===== config.mk =====
export PLATFORM = sky130hd
export DESIGN_NAME = fetch_attr_issue_ctrl_flat
export DESIGN_NICKNAME = d
export VERILOG_FILES = /design/src/rtl/fetch_attr_issue_ctrl_pkg.sv /design/src/rtl/fetch_attr_issue_ctrl_if.sv /design/src/rtl/fetch_attr_issue_ctrl.sv /design/src/flat_wrapper.sv
export SDC_FILE = /design/constraint.sdc
export NUM_CORES = 1
export LEC_CHECK = 0
export ABC_AREA = 0
export ABC_CLOCK_PERIOD_IN_PS = 4500
export BUFFER_PORTS_ARGS = -buffer_cell sky130_fd_sc_hd__clkbuf_2
export CAP_MARGIN = 15
export CORE_MARGIN = 5
export CORE_UTILIZATION = 42
export DETAILED_ROUTE_END_ITERATION = 10
export GPL_TIMING_DRIVEN = 0
export PLACE_DENSITY = 0.86
export SYNTH_ARGS = -nofsm -noshare
export SYNTH_HDL_FRONTEND = slang
export SYNTH_SLANG_ARGS = --single-unit

===== constraint.sdc =====
create_clock -name clk -period 4.5 [get_ports clk]
set_clock_uncertainty 0.15 [all_clocks]
set_input_delay 0.45 -clock clk [delete_from_list [all_inputs] [get_ports clk]]
set_output_delay 0.45 -clock clk [all_outputs]
set_load 0.02 [all_outputs]

===== src/rtl/fetch_attr_issue_ctrl_pkg.sv =====
// Shared types for the fetch-attributes FIFO controller: the per-request
// attribute record and the controller FSM encoding.
package fetch_attr_pkg;

    localparam int PC_W                    = 32;
    localparam int INSTR_W                 = 32;
    localparam int MAX_OUTSTANDING_DEFAULT = 4;

    typedef struct packed {
        logic [PC_W-1:0] pc;
    } attr_t;

    typedef enum logic {
        RUN   = 1'b0,
        DRAIN = 1'b1
    } issue_state_e;

endpackage


===== src/rtl/fetch_attr_issue_ctrl_if.sv =====
// Handshake bundle between the issue controller and its PC stage, instruction
// memory, attribute FIFO and fetch buffer.
interface fetch_attr_issue_ctrl_if
    import fetch_attr_pkg::*;
#(
    parameter int ADDR_W = PC_W,
    parameter int DATA_W = INSTR_W
);
    logic              req_valid;
    logic [ADDR_W-1:0] req_pc;
    logic              req_ready;

    logic              mem_req;
    logic [ADDR_W-1:0] mem_addr;
    logic              mem_ready;
    logic              mem_rvalid;
    logic [DATA_W-1:0] mem_rdata;

    logic              fifo_push;
    logic              fifo_potential_push;
    attr_t             fifo_data_in;
    logic              fifo_pop;
    logic              fifo_valid;
    logic              fifo_full;
    attr_t             fifo_data_out;

    logic              out_valid;
    logic [ADDR_W-1:0] out_pc;
    logic [DATA_W-1:0] out_data;

    modport master (
        input  req_valid, req_pc, mem_ready, mem_rvalid, mem_rdata,
               fifo_valid, fifo_full, fifo_data_out,
        output req_ready, mem_req, mem_addr, fifo_push, fifo_potential_push,
               fifo_data_in, fifo_pop, out_valid, out_pc, out_data
    );

    modport slave (
        output req_valid, req_pc, mem_ready, mem_rvalid, mem_rdata,
               fifo_valid, fifo_full, fifo_data_out,
        input  req_ready, mem_req, mem_addr, fifo_push, fifo_potential_push,
               fifo_data_in, fifo_pop, out_valid, out_pc, out_data
    );

endinterface


===== src/rtl/fetch_attr_issue_ctrl.sv =====
// Issues fetch requests to instruction memory, tracks them through the attribute
// FIFO and forwards in-order responses; after a flush, drains in-flight responses.
module fetch_attr_issue_ctrl
    import fetch_attr_pkg::*;
#(
    parameter int MAX_OUTSTANDING = MAX_OUTSTANDING_DEFAULT,
    parameter int ADDR_W          = PC_W,
    parameter int DATA_W          = INSTR_W,
    localparam int CNT_W          = $clog2(MAX_OUTSTANDING + 1)
) (
    input  logic                       clk,
    input  logic                       rst,
    input  logic                       flush,
    fetch_attr_issue_ctrl_if.master    bus,
    output logic [CNT_W-1:0]           outstanding
);

    issue_state_e      state_q, state_d;
    logic [CNT_W-1:0]  outstanding_q, outstanding_d;
    logic [CNT_W-1:0]  drain_q, drain_d;
    logic              resp, can_issue, issue, fwd;
    logic              out_valid_q;
    logic [ADDR_W-1:0] out_pc_q;
    logic [DATA_W-1:0] out_data_q;

    assign resp = bus.mem_rvalid;

    // A same-cycle response frees both a FIFO slot and a credit.
    assign can_issue = (state_q == RUN) && !flush && bus.mem_ready
                    && (!bus.fifo_full || resp)
                    && ((outstanding_q < CNT_W'(MAX_OUTSTANDING)) || resp);
    assign issue     = can_issue && bus.req_valid;
    assign fwd       = resp && !flush && (drain_q == '0);

    assign bus.req_ready           = can_issue;
    assign bus.mem_req             = issue;
    assign bus.mem_addr            = bus.req_pc;
    assign bus.fifo_push           = issue;
    assign bus.fifo_potential_push = bus.req_valid && (state_q == RUN);
    assign bus.fifo_pop            = resp;
    assign bus.out_valid           = out_valid_q;
    assign bus.out_pc              = out_pc_q;
    assign bus.out_data            = out_data_q;
    assign outstanding             = outstanding_q;

    always_comb begin
        bus.fifo_data_in    = '0;
        bus.fifo_data_in.pc = bus.req_pc;
    end

    always_comb begin
        outstanding_d = outstanding_q + CNT_W'(issue) - CNT_W'(resp);
    end

    always_comb begin
        state_d = state_q;
        drain_d = drain_q;
        case (state_q)
            RUN: begin
                if (flush) begin
                    // The response arriving with the flush is dropped here.
                    drain_d = outstanding_q - CNT_W'(resp);
                    if (drain_d != '0) state_d = DRAIN;
                end
            end
            DRAIN: begin
                // A repeated flush changes nothing: everything is already marked.
                if (resp) begin
                    drain_d = drain_q - 1'b1;
                    if (drain_q == CNT_W'(1)) state_d = RUN;
                end
            end
            default: begin
                state_d = RUN;
                drain_d = '0;
            end
        endcase
    end

    always_ff @(posedge clk) begin
        if (rst) begin
            state_q       <= RUN;
            outstanding_q <= '0;
            drain_q       <= '0;
            out_valid_q   <= 1'b0;
        end else begin
            state_q       <= state_d;
            outstanding_q <= outstanding_d;
            drain_q       <= drain_d;
            out_valid_q   <= fwd;
        end
    end

    always_ff @(posedge clk) begin
        if (fwd) begin
            out_pc_q   <= bus.fifo_data_out.pc;
            out_data_q <= bus.mem_rdata;
        end
    end

    a_resp_has_record: assert property (@(posedge clk) disable iff (rst)
        bus.mem_rvalid |-> (bus.fifo_valid && outstanding_q != '0));

endmodule


===== src/flat_wrapper.sv =====
// flat-port wrapper written by rule: the top's interface ports become plain ports
module fetch_attr_issue_ctrl_flat import fetch_attr_pkg::*;
#(
    parameter int MAX_OUTSTANDING = MAX_OUTSTANDING_DEFAULT,
    parameter int ADDR_W          = PC_W,
    parameter int DATA_W          = INSTR_W,
    localparam int CNT_W          = $clog2(MAX_OUTSTANDING + 1)
)
  (clk, rst, flush, outstanding, bus_req_valid, bus_req_pc, bus_mem_ready, bus_mem_rvalid, bus_mem_rdata, bus_fifo_valid, bus_fifo_full, bus_fifo_data_out, bus_req_ready, bus_mem_req, bus_mem_addr, bus_fifo_push, bus_fifo_potential_push, bus_fifo_data_in, bus_fifo_pop, bus_out_valid, bus_out_pc, bus_out_data);
  fetch_attr_issue_ctrl_if #(.ADDR_W(ADDR_W), .DATA_W(DATA_W)) bus_i ();
  input  logic clk;
  input  logic rst;
  input  logic flush;
  output logic [CNT_W-1:0] outstanding;
  input wire logic [$bits(bus_i.req_valid)-1:0] bus_req_valid;
  input wire logic [$bits(bus_i.req_pc)-1:0] bus_req_pc;
  input wire logic [$bits(bus_i.mem_ready)-1:0] bus_mem_ready;
  input wire logic [$bits(bus_i.mem_rvalid)-1:0] bus_mem_rvalid;
  input wire logic [$bits(bus_i.mem_rdata)-1:0] bus_mem_rdata;
  input wire logic [$bits(bus_i.fifo_valid)-1:0] bus_fifo_valid;
  input wire logic [$bits(bus_i.fifo_full)-1:0] bus_fifo_full;
  input wire logic [$bits(bus_i.fifo_data_out)-1:0] bus_fifo_data_out;
  output wire logic [$bits(bus_i.req_ready)-1:0] bus_req_ready;
  output wire logic [$bits(bus_i.mem_req)-1:0] bus_mem_req;
  output wire logic [$bits(bus_i.mem_addr)-1:0] bus_mem_addr;
  output wire logic [$bits(bus_i.fifo_push)-1:0] bus_fifo_push;
  output wire logic [$bits(bus_i.fifo_potential_push)-1:0] bus_fifo_potential_push;
  output wire logic [$bits(bus_i.fifo_data_in)-1:0] bus_fifo_data_in;
  output wire logic [$bits(bus_i.fifo_pop)-1:0] bus_fifo_pop;
  output wire logic [$bits(bus_i.out_valid)-1:0] bus_out_valid;
  output wire logic [$bits(bus_i.out_pc)-1:0] bus_out_pc;
  output wire logic [$bits(bus_i.out_data)-1:0] bus_out_data;
  assign bus_i.req_valid = bus_req_valid;
  assign bus_i.req_pc = bus_req_pc;
  assign bus_i.mem_ready = bus_mem_ready;
  assign bus_i.mem_rvalid = bus_mem_rvalid;
  assign bus_i.mem_rdata = bus_mem_rdata;
  assign bus_i.fifo_valid = bus_fifo_valid;
  assign bus_i.fifo_full = bus_fifo_full;
  assign bus_i.fifo_data_out = bus_fifo_data_out;
  assign bus_req_ready = bus_i.req_ready;
  assign bus_mem_req = bus_i.mem_req;
  assign bus_mem_addr = bus_i.mem_addr;
  assign bus_fifo_push = bus_i.fifo_push;
  assign bus_fifo_potential_push = bus_i.fifo_potential_push;
  assign bus_fifo_data_in = bus_i.fifo_data_in;
  assign bus_fifo_pop = bus_i.fifo_pop;
  assign bus_out_valid = bus_i.out_valid;
  assign bus_out_pc = bus_i.out_pc;
  assign bus_out_data = bus_i.out_data;
  fetch_attr_issue_ctrl #(.MAX_OUTSTANDING(MAX_OUTSTANDING), .ADDR_W(ADDR_W), .DATA_W(DATA_W)) u_core (.clk(clk), .rst(rst), .flush(flush), .bus(bus_i), .outstanding(outstanding));
endmodule

**Yosys cells after proc, flatten, opt, wreduce, memory -nomap -nowiden**

Cells that the tools add are included.

- Bitwise gates (word level): 1
- $lt $le $gt $ge: 1
- Add/sub/neg operators: 4
- Multiplexer cells: 8
- Eq/ne operators: 3
- Reduce and logical (&&, ||, !) cells: 15

Operator list:

| operator | count |
|---|---|
| $logic_and 1x1->1 | 8 |
| $mux 3 | 2 |
| $pmux 3 s2 | 1 |
| $sub 3x1->3 | 2 |
| $mux 1 | 4 |
| $ne 2x2->1 const B | 2 |
| $add 3x1->3 | 1 |
| $eq 3x1->1 const B | 1 |
| $logic_not 3->1 | 1 |
| $lt 3x3->1 const B | 1 |
| $reduce_bool 3->1 | 1 |
| $sub 3x1->3 const B | 1 |
| $logic_not 1->1 | 2 |
| $logic_or 1x1->1 | 2 |
| $pmux 1 s2 | 1 |
| $reduce_and 2->1 | 1 |
| $not 1->1 | 1 |

- Bits of input ports: 104
- Output and inout port bits: 137
- Word-level logic and storage cells: 38
- Register bits after elaboration: 72

**Logic depth before layout (Yosys ltp)**

- Word-level depth: 8
- Gate-level depth with buffers: 11
- Gate-level depth less buffers: 10

**Worst setup path before layout**

Ideal clock, no wire load.

- Kind: input to register
- Start point: input flush
- End point: register u_core.outstanding_q[2], in the netlist u_core.outstanding[2]
- Path buffers: 0
- Required time: 4.235 ns
- Path slack: 2.110 ns
- Stages on the path: 10
- Arrival: 2.126 ns
- Path through: nor2_1 -> o211a_1 -> nand2_1 -> ha_1 -> inv_1 -> ha_1 -> fa_1 -> xnor2_1 -> xnor2_1 -> nor2_1

- Longest elaborated chain between the ends: 8

Ends and longest elaborated chain:

| what | line | source |
|---|---|---|
| from (decl) | flat_wrapper.sv:13 | `input logic flush;` |
| $logic_not 1->1 | fetch_attr_issue_ctrl.sv:29 | `assign can_issue = (state_q == RUN) && !flush && bus.mem_ready` |
| $logic_and 1x1->1 (2 in series) | fetch_attr_issue_ctrl.sv:29 |  |
| $logic_and 1x1->1 | fetch_attr_issue_ctrl.sv:30 | `&& (!bus.fifo_full \|\| resp)` |
| $logic_and 1x1->1 | fetch_attr_issue_ctrl.sv:31 | `&& ((outstanding_q < CNT_W'(MAX_OUTSTANDING)) \|\| resp);` |
| net bus_req_ready | flat_wrapper.sv:23 | `output wire logic [$bits(bus_i.req_ready)-1:0] bus_req_ready;` |
| $logic_and 1x1->1 | fetch_attr_issue_ctrl.sv:32 | `assign issue = can_issue && bus.req_valid;` |
| $add 3x1->3 | fetch_attr_issue_ctrl.sv:52 | `outstanding_d = outstanding_q + CNT_W'(issue) - CNT_W'(resp);` |
| $sub 3x1->3 | fetch_attr_issue_ctrl.sv:52 |  |
| to (signal assigned) | fetch_attr_issue_ctrl.sv:88 | `outstanding_q <= outstanding_d;` |
| to (decl) | fetch_attr_issue_ctrl.sv:19 | `logic [CNT_W-1:0] outstanding_q, outstanding_d;` |

The timed path passes the listed nets, and every way through them passes these cells.
A chain may end at the register's enable or synchronous reset.

**Final worst setup path**

- Start point: register u_core.state_q
- End point: register u_core.outstanding_q[2], in the netlist u_core.outstanding[2]

- Longest elaborated chain between the ends: 8

Ends and longest elaborated chain:

| what | line | source |
|---|---|---|
| from (decl) | fetch_attr_issue_ctrl.sv:18 | `issue_state_e state_q, state_d;` |
| from (signal assigned) | fetch_attr_issue_ctrl.sv:87 | `state_q <= state_d;` |
| $not 1->1 | fetch_attr_issue_ctrl.sv:29 |  |
| $logic_and 1x1->1 (2 in series) | fetch_attr_issue_ctrl.sv:29 |  |
| $logic_and 1x1->1 | fetch_attr_issue_ctrl.sv:30 |  |
| $logic_and 1x1->1 | fetch_attr_issue_ctrl.sv:31 |  |
| $logic_and 1x1->1 | fetch_attr_issue_ctrl.sv:32 |  |
| $add 3x1->3 | fetch_attr_issue_ctrl.sv:52 |  |
| $sub 3x1->3 | fetch_attr_issue_ctrl.sv:52 |  |

Every way passes these cells.

==> key figures <==
Detailed routing
  – Number of iterations in the first detailed-routing pass: 4
  – 1st-iter DRT viols: 51
  – Highest signal layer in the routed design: met4
  – Count of antenna-violating nets left after detailed routing: 0
  – Detailed route wirelength on metal3: a little under 900 um
  – Average routed wire per standard cell: 15.2 um
  – Met1 routed wirelength after detailed routing: about 2500 um
  – Ratio of routed vias to standard cells: between 4 and 5
  – Routed Wire Length: roughly 7700 um
  – Via count of the routed design: approximately 2.1k
  – DRC violation count after routing: 0
  – Routed length on met2: about 4200 um

Cells and area
  – Final cell utilization of the core: 0.632
  – Filler cell count in the final layout: roughly 520
  – Count of antenna diodes in the layout: 0
  – Most common library cell in the layout ignoring fill and taps: clkbuf_2
  – Commonest cells after routing, fill and taps aside: clkbuf_2 (207), buf_4 (66), edfxtp_1 (64)
  – Share of layout cells above drive strength 1: 0.716
  – Number of nets in the finished design: just over 500
  – Post-layout instance area: around 4300 sq um
  – Layout-stage area growth over the synthesis result: 46.1%

Global route
  – GR Util All Layers: 0.166
  – Vias in the first global route: roughly 2.2k
  – Total congestion overflow: 0
  – Antenna violations before repair: 0
  – Global-route wire length before repair: ~11000 um
  – Largest net degree at the start of global routing: 66

Logic synthesis
  – Share of synthesized area spent on multiplexers: 0.00511
  – Number of distinct standard cells referenced by the synthesized netlist: 28
  – Number of warnings issued by yosys: 0
  – Synthesized Nets: between 200 and 300
  – Complex-gate fraction of the synthesized area: 0.0204
  – Register bit total from synthesis: 72
  – Dominant combinational cell family by area after synthesis: buffers and inverters
  – Share of the synthesized netlist area taken by xor and xnor gates: 0.00894
  – Adder-cell share of the synthesized area: 0.0366
  – Fraction of the mapped netlist area in simple logic gates: 0.0400
  – Syn avg cell area: roughly 16 sq um
  – Post-Syn Area: around 2900 sq um
  – Sequential share of the synthesized area: 0.709
  – Synth Instances: ~190

Die
  – Placeable core region: 6790 sq um
  – Die outline height: 93.6 um
  – Die area: 8770 sq um
  – Number of rows in the core area: 30
  – I/O Pins: 241
  – Initial Utilization: 0.432
  – Die width: 93.6 um

STA
  – Setup violation total in the final timing report: 0
  – Count of endpoints failing hold in the final timing report: 0
  – Final worst-path cycle share: 0.530
  – Setup repair after global routing missed its margin: false
  – Minimum clock period after layout: between 2 and 2.5 ns
  – Setup Total Neg Slack: 0 ns
  – Worst Max-Slew Pin Slew: between 0.9 and 1 ns
  – Achievable Freq: between 400 and 500 MHz
  – Max-slew violation total from the final report: 0
  – Slew Limit Headroom: 0.369

Setup path
  – Nature of the critical path endpoint: register
  – Crit Path Max Fanout: 10
  – Crit path arrival time: 2.46 ns
  – CP Buf/Inv Count: 2
  – Gate family responsible for the most delay along the worst path: adder cells
  – Cell at the slowest stage of the critical path: fa_1
  – Type of element launching the critical path: register
  – List of cells traversed by the critical path: buf_6 > nor2_1 > o211a_1 > nand2_1 > ha_1 > inv_1 > ha_1 > fa_1 > xnor2_1 > xnor2_1 > nor2_1
  – Required time at the worst-slack endpoint: 4.58 ns
  – Worst setup path category: register to register
  – Largest incremental delay on the critical path: roughly 0.38 ns
  – Worst setup slack for register-to-register paths: around 2.1 ns
  – Levels on crit path: 11
  – Cell depth of the worst flop-to-flop path: 11

Pwr
  – Switching power share of the total: 0.284
  – Peak ir drop on the vdd network: about 0.00014 V
  – Sequential cell fraction of total power: 0.488
  – Part of the total power dissipated in the clock network: 0.293
  – Share of total power in combinational logic: 0.219
  – Power density relative to cell area: around 390 nW/um^2
  – Switching power: approximately 480 uW
  – Leakage power: 0.00210 uW
  – Internal power: ~1200 uW

Clock network
  – Later-pin clock latency in the skew report: 0.33 ns
  – Clock tree from TritonCTS: yes
  – Clock input transition at the sequential cells of the worst setup and hold paths: roughly 0.080 ns
  – # hold bufs at CTS: 0
  – Depth of the CTS H-tree: 3
  – Total of cells resized after clock tree synthesis: 0
  – Setup Buffers After CTS: 0
  – Number of buffers inserted during clock tree synthesis: 9
  – Clock tree buffer depth: 2
  – # clock sinks: between 70 and 80
  – Root Buffer Master: clkbuf_8

Hold path
  – Type of the worst min-delay path: input port to register
  – Number of cells on the worst hold path: 1

Placement
  – Port-buffer cells: 207
  – Final RePlAce weighted congestion: around 0.73
  – DP Wirelength: approximately 6300 um
  – Standard cell area after detailed placement: roughly 4100 sq um

Job
  – Number of maximum-capacitance violations: 0

Outcome
  – Status: finished clean
registers in the layout, indices dropped and copies added, names as in the netlist:
register / count
u_core.bus.out_data: 32
u_core.bus.out_pc: 32
u_core.bus.out_valid: 1
u_core.drain_q: 3
u_core.outstanding: 3
u_core.state_q: 1
through the flow:
| step | hold slack (ns) | total power [uW] | setup slack (ns) | instances |
|---|---|---|---|---|
| after floorplan | 0.314 | 1080 | 2.11 | 185 |
| after detailed placement | 0.351 | 1210 | 2.00 | 488 |
| after global placement | 0.336 | 1200 | 1.94 | 488 |
| after CTS | 0.115 | 1710 | 2.11 | 504 |
| final | 0.138 | 1690 | 2.11 | 504 |
| after global routing | 0.110 | 1770 | 1.92 | 504 |
power groups by stage:
| stage | combinational (uW) | sequential, uW | clock [uW] |
|---|---|---|---|
| finish | 370 | 824 | 495 |
| global route | 399 | 829 | 544 |
| CTS | 376 | 824 | 514 |
| detailed placement | 373 | 839 | 0 |
| global placement | 364 | 838 | 0 |
| floorplan | 177 | 901 | 0 |
synth_stat cells, drive strengths merged:
library cell  count  share of area
buf              67           0.17
edfxtp           64           0.65
dfxtp             8          0.055
ha                7          0.030
inv               6         0.0077
nor2b             5          0.011
nor2              4         0.0051
nand2             3         0.0038
a21oi             2         0.0047
nor3              2         0.0034
xnor2             2         0.0060
a21boi            1         0.0026
a21o              1         0.0026
a31oi             1         0.0021
a32o              1         0.0034
and2              1         0.0021
and4b             1         0.0034
and4bb            1         0.0043
fa                1         0.0068
mux2              1         0.0051
nand2b            1         0.0021
nand4b            1         0.0030
nor4              1         0.0021
o211a             1         0.0034
o21ai             1         0.0017
xor2              1         0.0030
routing by layer:
metal,track usage,up-vias
li1,-,1017
met1,0.160,961
met2,0.316,156
met3,0.0547,6
met4,0.0722,0
met5,0,-
path summary, 6_finish.rpt:
check	to	start
hold / removal	u_core.bus.out_data[18]$_DFFE_PP_	bus_mem_rdata[18]
setup reg to reg	u_core.outstanding[2]$_SDFF_PP0_	u_core.state_q$_SDFF_PP0_
hold reg to reg	u_core.drain_q[1]$_SDFFE_PP0P_	u_core.drain_q[1]$_SDFFE_PP0P_
setup / recovery	u_core.outstanding[2]$_SDFF_PP0_	u_core.state_q$_SDFF_PP0_
logic make-up after synthesis:
group	after synthesis
buffers and inverters	73
flip-flops	72
AND/OR/NAND/NOR	20
AO/OA/AOI/OAI	8
adder cells (fa/ha/maj)	8
XOR/XNOR	3
multiplexers	1
layout make-up:
| cell class | instances | area [sq um] | share of cell area |
|---|---|---|---|
| plain buffers | 67 | 507 | 0.118 |
| flip-flops and latches | 72 | 2080 | 0.485 |
| repair buffers | 207 | 1040 | 0.241 |
| well taps | 96 | 120 | 0.0280 |
| inverters | 6 | 22.5 | 0.00525 |
| multi-input cells | 40 | 330 | 0.0769 |
| clock buffers | 10 | 128 | 0.0297 |
| clock inverters | 6 | 67.6 | 0.0157 |
(Power assumes the default switching activity.)
